===== src/rtl/div_pkg.sv =====
// Shared types and sizing helpers for the sequential restoring divider.
package div_pkg;

  typedef enum logic [1:0] {
    IDLE = 2'd0,
    CALC = 2'd1,
    DONE = 2'd2
  } state_t;

  // Counter must hold the full iteration count N, not just N-1.
  function automatic int cnt_width(input int n);
    return $clog2(n + 1);
  endfunction

endpackage


===== src/rtl/restoring_div_step.sv =====
// One combinational restoring-division iteration: shift in a bit, trial-subtract, restore on borrow.
module restoring_div_step #(
  parameter int WIDTH = 8
) (
  input  logic [WIDTH-1:0] r_i,
  input  logic             bit_i,
  input  logic [WIDTH-1:0] divisor_i,
  output logic [WIDTH-1:0] r_o,
  output logic             q_o
);

  logic [WIDTH:0] r_sh;
  logic [WIDTH:0] t;

  // The partial remainder entering a step is always below the divisor, so its
  // extra top bit is zero and only the low WIDTH bits need to be carried.
  assign r_sh = {r_i, bit_i};
  assign t    = r_sh - {1'b0, divisor_i};
  assign q_o  = ~t[WIDTH];
  assign r_o  = t[WIDTH] ? r_sh[WIDTH-1:0] : t[WIDTH-1:0];

endmodule


===== src/rtl/restoring_divider_seq.sv =====
// Fixed-point unsigned divider, one quotient bit per clock; start accepted only when idle,
// results registered and held from the done pulse until the next accepted start.
module restoring_divider_seq
  import div_pkg::*;
#(
  parameter int WIDTH     = 8,
  parameter int FRAC_BITS = 4
) (
  input  logic                   clk,
  input  logic                   rst,
  input  logic                   start,
  input  logic [WIDTH-1:0]       dividend,
  input  logic [WIDTH-1:0]       divisor,
  output logic                   busy,
  output logic                   done,
  output logic [WIDTH+FRAC_BITS-1:0] quotient,
  output logic [WIDTH-1:0]       remainder,
  output logic                   div_by_zero
);

  localparam int N  = WIDTH + FRAC_BITS;
  localparam int CW = cnt_width(N);

  state_t         state_q, state_d;
  logic [CW-1:0]  cnt_q, cnt_d;
  logic [N-1:0]   e_q, e_d;
  logic [WIDTH-1:0] r_q, r_d;
  logic [N-2:0]   qsr_q, qsr_d;
  logic [WIDTH-1:0] dvs_q, dvs_d;
  logic [N-1:0]   quo_q, quo_d;
  logic [WIDTH-1:0] rem_q, rem_d;
  logic           dbz_q, dbz_d;

  logic [WIDTH-1:0] step_r;
  logic             step_q;

  restoring_div_step #(.WIDTH(WIDTH)) u_step (
    .r_i       (r_q),
    .bit_i     (e_q[N-1]),
    .divisor_i (dvs_q),
    .r_o       (step_r),
    .q_o       (step_q)
  );

  always_comb begin
    state_d = state_q;
    cnt_d   = cnt_q;
    e_d     = e_q;
    r_d     = r_q;
    qsr_d   = qsr_q;
    dvs_d   = dvs_q;
    quo_d   = quo_q;
    rem_d   = rem_q;
    dbz_d   = dbz_q;
    case (state_q)
      IDLE: begin
        if (start) begin
          dvs_d = divisor;
          e_d   = N'(dividend) << FRAC_BITS;
          r_d   = '0;
          qsr_d = '0;
          cnt_d = CW'(N);
          quo_d = '0;
          rem_d = '0;
          dbz_d = 1'b0;
          if (divisor == '0) begin
            state_d = DONE;
            cnt_d   = '0;
            quo_d   = '1;
            rem_d   = dividend;
            dbz_d   = 1'b1;
          end else begin
            state_d = CALC;
          end
        end
      end
      CALC: begin
        e_d   = e_q << 1;
        r_d   = step_r;
        // Only N-1 bits are kept; the final bit goes straight into the result.
        qsr_d = (N-1)'({qsr_q, step_q});
        cnt_d = cnt_q - CW'(1);
        if (cnt_q == CW'(1)) begin
          state_d = DONE;
          quo_d   = {qsr_q, step_q};
          rem_d   = step_r;
        end
      end
      DONE:    state_d = IDLE;
      default: state_d = IDLE;
    endcase
  end

  always_ff @(posedge clk or posedge rst) begin
    if (rst) begin
      state_q <= IDLE;
      cnt_q   <= '0;
      e_q     <= '0;
      r_q     <= '0;
      qsr_q   <= '0;
      dvs_q   <= '0;
      quo_q   <= '0;
      rem_q   <= '0;
      dbz_q   <= 1'b0;
    end else begin
      state_q <= state_d;
      cnt_q   <= cnt_d;
      e_q     <= e_d;
      r_q     <= r_d;
      qsr_q   <= qsr_d;
      dvs_q   <= dvs_d;
      quo_q   <= quo_d;
      rem_q   <= rem_d;
      dbz_q   <= dbz_d;
    end
  end

  assign busy        = (state_q != IDLE);
  assign done        = (state_q == DONE);
  assign quotient    = quo_q;
  assign remainder   = rem_q;
  assign div_by_zero = dbz_q;

endmodule

===== config.mk =====
export PLATFORM = sky130hd
export DESIGN_NAME = restoring_divider_seq
export DESIGN_NICKNAME = d
export VERILOG_FILES = /design/src/rtl/div_pkg.sv /design/src/rtl/restoring_div_step.sv /design/src/rtl/restoring_divider_seq.sv
export SDC_FILE = /design/constraint.sdc
export NUM_CORES = 1
export LEC_CHECK = 0
export CAP_MARGIN = 10
export CELL_PAD_IN_SITES_DETAIL_PLACEMENT = 1
export CELL_PAD_IN_SITES_GLOBAL_PLACEMENT = 1
export CORE_MARGIN = 2
export CORE_UTILIZATION = 44
export CTS_CLUSTER_DIAMETER = 40
export DETAILED_ROUTE_END_ITERATION = 10
export HOLD_SLACK_MARGIN = 0.02
export PLACE_DENSITY = 0.83
export SLEW_MARGIN = 30
export SYNTH_ARGS = -nofsm -noshare
export SYNTH_HDL_FRONTEND = slang
export SYNTH_SLANG_ARGS = --single-unit
export TNS_END_PERCENT = 20

===== constraint.sdc =====
create_clock -name clk -period 4.35 [get_ports clk]
set_clock_uncertainty 0.15 [all_clocks]
set_input_delay 0.6525 -clock clk [delete_from_list [all_inputs] [get_ports clk]]
set_output_delay 0.6525 -clock clk [all_outputs]
set_load 0.05 [all_outputs]

==> results of run 1 <==
per-layer routing:
metal	vias to the layer above	GRT usage, %
li1	1205	-
met5	-	0
met3	21	6.48
met1	1316	31.4
met4	0	7.24
met2	62	38.7
metrics by stage:
step           instance area [µm²]  instances
4_1_cts                       3650        458
2_1_floorplan                 3000        331
5_1_grt                       3650        458
6_report                      3650        458
3_5_place_dp                  3480        442
3_3_place_gp                  3480        442
logic make-up after synthesis:
logic type	count (synthesis)
xor+xnor	3
fa+ha+maj	11
compound gates	75
simple gates	146
mux	6
buf+inv	28
flops	62
worst reg2reg max path, cell delays in order, from the launching register on:
cell and delay [ns]:
dfrtp_1 0.39, inv_1 0.09, ha_1 0.19, inv_1 0.06
fa_1 0.43, a211oi_2 0.28, nor3_1 0.10, mux2i_1 0.17
nor2_1 0.70, mux2_2 0.44, a21oi_1 0.15
cells in the final DEF (no fill, tap or decap), types with 3 or more instances in the layout:
master            n
clkinv_2          3
o21ai_0          21
nor2b_1           3
nor3b_1           3
inv_1            12
nand2_1          85
nand3_1           9
clkdlybuf4s50_1  41
nor2_1           24
mux2i_1           4
clkbuf_8         10
a22oi_1           6
dfrtp_1          62
nor3_1            3
nand2b_1          5
a21oi_1          28
a21o_1            3
buf_4             5
a211o_1           3
ha_1             10
state kept, by name (all words and copies together) (netlist names), 2 cells and up:
name	count
e_q	8
r_q	8
state_q	2
qsr_q	11
cnt_q	4
dvs_q	8
remainder	8
quotient	12
cell type report:
class,instances,share of cell area (%)
inverter,13,1.34
clock buffer,12,3.97
sequential,62,42.5
multi-input combinational,241,36.6
timing repair buffer,46,12.3
clock inverter,4,0.617
tap,80,2.74
final timing paths:
kind	startpoint	end	slack, ns	cells after the start
setup / recovery	e_q[11]	remainder[4]	1.12	10
hold / removal	e_q[9]	e_q[9]	0.33	2
min in group asynchronous	rst	e_q[8]	0.59	2
setup reg to reg	e_q[11]	remainder[4]	1.12	10
hold reg to reg	e_q[9]	e_q[9]	0.33	2
max in group asynchronous	rst	r_q[6]	2.62	3
==> results.toml, run 1 <==
[status]
status = "complete, no violations"

[routing]
route.met3.wl_um = 318
wl_per_cell_um = 17.7
met2_length_mm = 3.98
dr.pass1.iters = 5
drtIter0Drc = 102
wl_met1_mm = 3.62
finalWirelength_mm = 8.09
via_count = 2604
drc_errors = 0
ant_nets = 0
top_layer = "met4"
via_per_inst = 5.69

[clocking]
ctsRootBufferMaster = "clkbuf_8"
clk_pin_slew_ns = 0.07
cts_buffers = 9
postCtsSetupBuffers = 0
cts_tree = "yes"
holdBufCountCts = 0
numClockSinks = 62
cts_buffer_depth = 2
cts_resized = 0
clock_latency_ns = 0.34
htree_levels = 3

[min_path]
hp-class = "flop to flop"

[timing]
fin_hold_ws_ns = 0.332
fmax_ghz = 0.309
max_slew.worst_pin.slew_ns = 0.871
setup_viol = 0
layout_min_cycle_time_ns = 3.23
hold_viol = 0
setup_tns_ns = 0
post-route-worst-setup-slack_ns = 1.12
relSlewSlack_pct = 41.7
period_share_pct = 74.3
drv_slew = 0
grt_setup_unrepaired = "false"

[grt]
grt_use_total_pct = 23.9
grt_first_pass_wirelength_mm = 13.7
overflow = 0
grt_pass1_vias = 2783
grt_max_degree = 38
antenna_found_initial = 0

[flow_run]
cap_violations = 0

[synthesis]
syn_area_um2 = 3000
synthAdderAreaFrac_pct = 4.84
synth_top_cell_by_area = "dfrtp_1"
yosysTopAreaCellShare_pct = 51.7
synthCells = 331
synthTopCellsByArea = "dfrtp_1 (52%), nand2_1 (11%), a21oi_1 (4.7%)"
yosys.area_share.simple_pct = 21.4
synth_xor_area_share_pct = 0.876
synth_top_family_by_area = "simple AND/OR/NAND/NOR gates"
synth.top_cells.by_count = "nand2_1 (85), dfrtp_1 (62), a21oi_1 (28)"
muxShareOfSynthArea_pct = 2.09
synthArstFlopShare_pct = 100
synth.most_common_cell = "nand2_1"
ys_seq_elements = 62
synth_nets = 361
synth_top_flop_cell = "dfrtp_1"
ys_seq_area_share_pct = 51.7
synth_edf_count = 0
ys_warn_count = 0
syn-mean-instance-area_um2 = 9.06
synth_compound_area_share_pct = 15.3
ys_types = 46

[die]
start_util_pct = 44.9
io_pins = 42
rows = 30
fp.coreArea_um2 = 6680
die_w_um = 86.6
die_h_um = 86.6
die_area_um2 = 7500

[critical_path]
path_max_fanout = 12
critPathCaptureType = "flop"
path_delay_family = "simple AND/OR/NAND/NOR gates"
crit_path_start_kind = "flop"
slowest_stage = "nor2_1"
path_common_cell = "inv_1"
arrival_ns = 3.35
cp.buffers_inverters = 2
cp_cell_sequence = "inv_1, ha_1, inv_1, fa_1, a211oi_2, nor3_1, mux2i_1, nor2_1, mux2_2, a21oi_1"
cpPeakStageDelay_ns = 0.70
crit_required_ns = 4.46
worst-setup-path-type = "flop to flop"

[placement]
dpl.hpwl_mm = 5.76
place_congestion = 0.835
io_buffers = 41
place_ws_ns = 1.07

[layout]
utilization_pct = 54.7
synthToLayoutAreaGrowth_pct = 21.7
ff_latch_area_um2 = 1550
nNetsFinal = 403
drive_gt1_share_pct = 7.67
multi_input_area_um2 = 1340
fillers = 782
diodes = 0
Power of run 1 is left out: the tool's default activity adds up to more than one toggle a clock period on the data nets, which glitch-free logic cannot reach.
==> inputs of run 2 (changes only) <==
--- a/config.mk
+++ b/config.mk
@@ -9,11 +9,11 @@
 export CELL_PAD_IN_SITES_DETAIL_PLACEMENT = 1
 export CELL_PAD_IN_SITES_GLOBAL_PLACEMENT = 1
 export CORE_MARGIN = 2
-export CORE_UTILIZATION = 44
+export CORE_UTILIZATION = 37
 export CTS_CLUSTER_DIAMETER = 40
 export DETAILED_ROUTE_END_ITERATION = 10
 export HOLD_SLACK_MARGIN = 0.02
-export PLACE_DENSITY = 0.83
+export PLACE_DENSITY = 0.74
 export SLEW_MARGIN = 30
 export SYNTH_ARGS = -nofsm -noshare
 export SYNTH_HDL_FRONTEND = slang
==> constraint.sdc (replaced) <==
create_clock -name clk -period 2.7 [get_ports clk]
set_clock_uncertainty 0.15 [all_clocks]
set_input_delay 0.405 -clock clk [delete_from_list [all_inputs] [get_ports clk]]
set_output_delay 0.405 -clock clk [all_outputs]
set_load 0.05 [all_outputs]
==> run 2 against run 1 <==
Design area is 6.2% higher; register-to-register slack worse by 1.1 ns; global-route usage is 3.8 points lower; largest cell class unchanged.
==> results.toml, run 2 (synthesis gave the netlist of run 1 again) <==
[status]
status = "complete, no violations"

[timing]
relSlewSlack_pct = 65.6
drv_slew = 0
max_slew.worst_pin.slew_ns = 0.515
post-route-worst-setup-slack_ns = 0.0588
fin_hold_ws_ns = 0.296
layout_min_cycle_time_ns = 2.64
grt_setup_unrepaired = "true"
fmax_ghz = 0.379
hold_viol = 0
period_share_pct = 97.8
setup_viol = 0

[die]
die_area_um2 = 8850
die_h_um = 94.1
fp.coreArea_um2 = 7810
die_w_um = 94.1
io_pins = 42
start_util_pct = 38.4
rows = 32

[critical_path]
crit_path_start_kind = "flop"
reg2reg_slack_ns = 0.06
worst-setup-path-type = "flop to flop"
arrival_ns = 2.76
critPathCaptureType = "flop"
path_max_fanout = 6
crit_required_ns = 2.82

[clocking]
htree_levels = 3
clk_pin_slew_ns = 0.08
cts_buffer_depth = 2
clock_latency_ns = 0.34
numClockSinks = 62
holdBufCountCts = 0
ctsRootBufferMaster = "clkbuf_8"
cts_tree = "yes"
cts_buffers = 9

[flow_run]
cap_violations = 0

[grt]
grt_pass1_vias = 2703
overflow = 0
grt_max_degree = 63
grt_first_pass_wirelength_mm = 13.6
grt_use_total_pct = 20.1
antenna_found_initial = 0

[routing]
via_count = 2563
ant_nets = 0
drc_errors = 0
via_per_inst = 5.15
drtIter0Drc = 124
wl_per_cell_um = 16.4
dr.pass1.iters = 4
finalWirelength_mm = 8.17

[layout]
drive_gt1_share_pct = 13.9
nNetsFinal = 421
diodes = 0
synthToLayoutAreaGrowth_pct = 29.3
fillers = 929
largest_reg_flops = 12
mostFrequentLayoutCells = "nand2_1 (85), dfrtp_1 (62), clkdlybuf4s50_1 (41)"
final_common_cell = "nand2_1"

[placement]
dpl.hpwl_mm = 5.82
place_congestion = 0.798
io_buffers = 41
place_ws_ns = 0.0188

[min_path]
hp-class = "primary input to asynchronous set/reset pin"
==> run 2: critical path, stage by stage (launching register included) <==
cell	delay, ns
dfrtp_1	0.39
inv_2	0.06
ha_2	0.17
inv_1	0.06
fa_2	0.39
a211oi_4	0.26
nor3_2	0.08
mux2i_1	0.22
nor2_1	0.09
buf_4	0.17
or3_4	0.37
a31oi_1	0.14
==> run 2: area by class of cell <==
class | count | area, µm² | share of cell area [%]
Tap cell | 102 | 128 | 3.29
Sequential cell | 62 | 1550 | 40.0
Clock buffer | 9 | 124 | 3.19
Clock inverter | 7 | 50.0 | 1.29
Inverter | 13 | 48.8 | 1.26
Multi-Input combinational cell | 241 | 1370 | 35.3
Timing Repair Buffer | 64 | 608 | 15.7
==> run 2: path summary, 6_finish.rpt <==
kind                          start      endpoint  cells past startpoint
min in group clk           qsr_q[5]      qsr_q[5]                      2
min                             rst   quotient[3]                      3
max reg2reg                 e_q[11]  remainder[3]                     11
min reg2reg                qsr_q[5]      qsr_q[5]                      2
max                         e_q[11]  remainder[3]                     11
max in group asynchronous       rst      dvs_q[5]                      3
==> run 2: repair_timing <==
action	CTS	global route
pin swaps	1	7
gates cloned	0	0
buffers inserted	1	4
setup endpoints to repair	1	8
resized for setup	1	10
==> run 2: per-layer routing <==
layer / routed length, µm / track usage (%) / part of all wire, % / vias to the layer above
li1: - / - / - / 1245
met1: 3920 / 27.3 / 48 / 1280
met2: 3950 / 31.9 / 48 / 30
met3: 191 / 4.17 / 2.3 / 8
met4: 107 / 7.13 / 1.3 / 0
met5: 0 / 0 / 0 / -
==> run 2: per-stage QoR <==
step | TNS [ns] | instance area (µm²) | cells | util [%]
floorplan | 0 | 3000 | 331 | -
finish | 0 | 3880 | 498 | 49.7
global route | -0.134 | 3880 | 498 | 49.7
CTS | 0 | 3820 | 494 | 48.9
global placement | 0 | 3630 | 477 | 46.6
detailed placement | 0 | 3630 | 477 | 46.6
Power of run 2 is left out for the same reason.
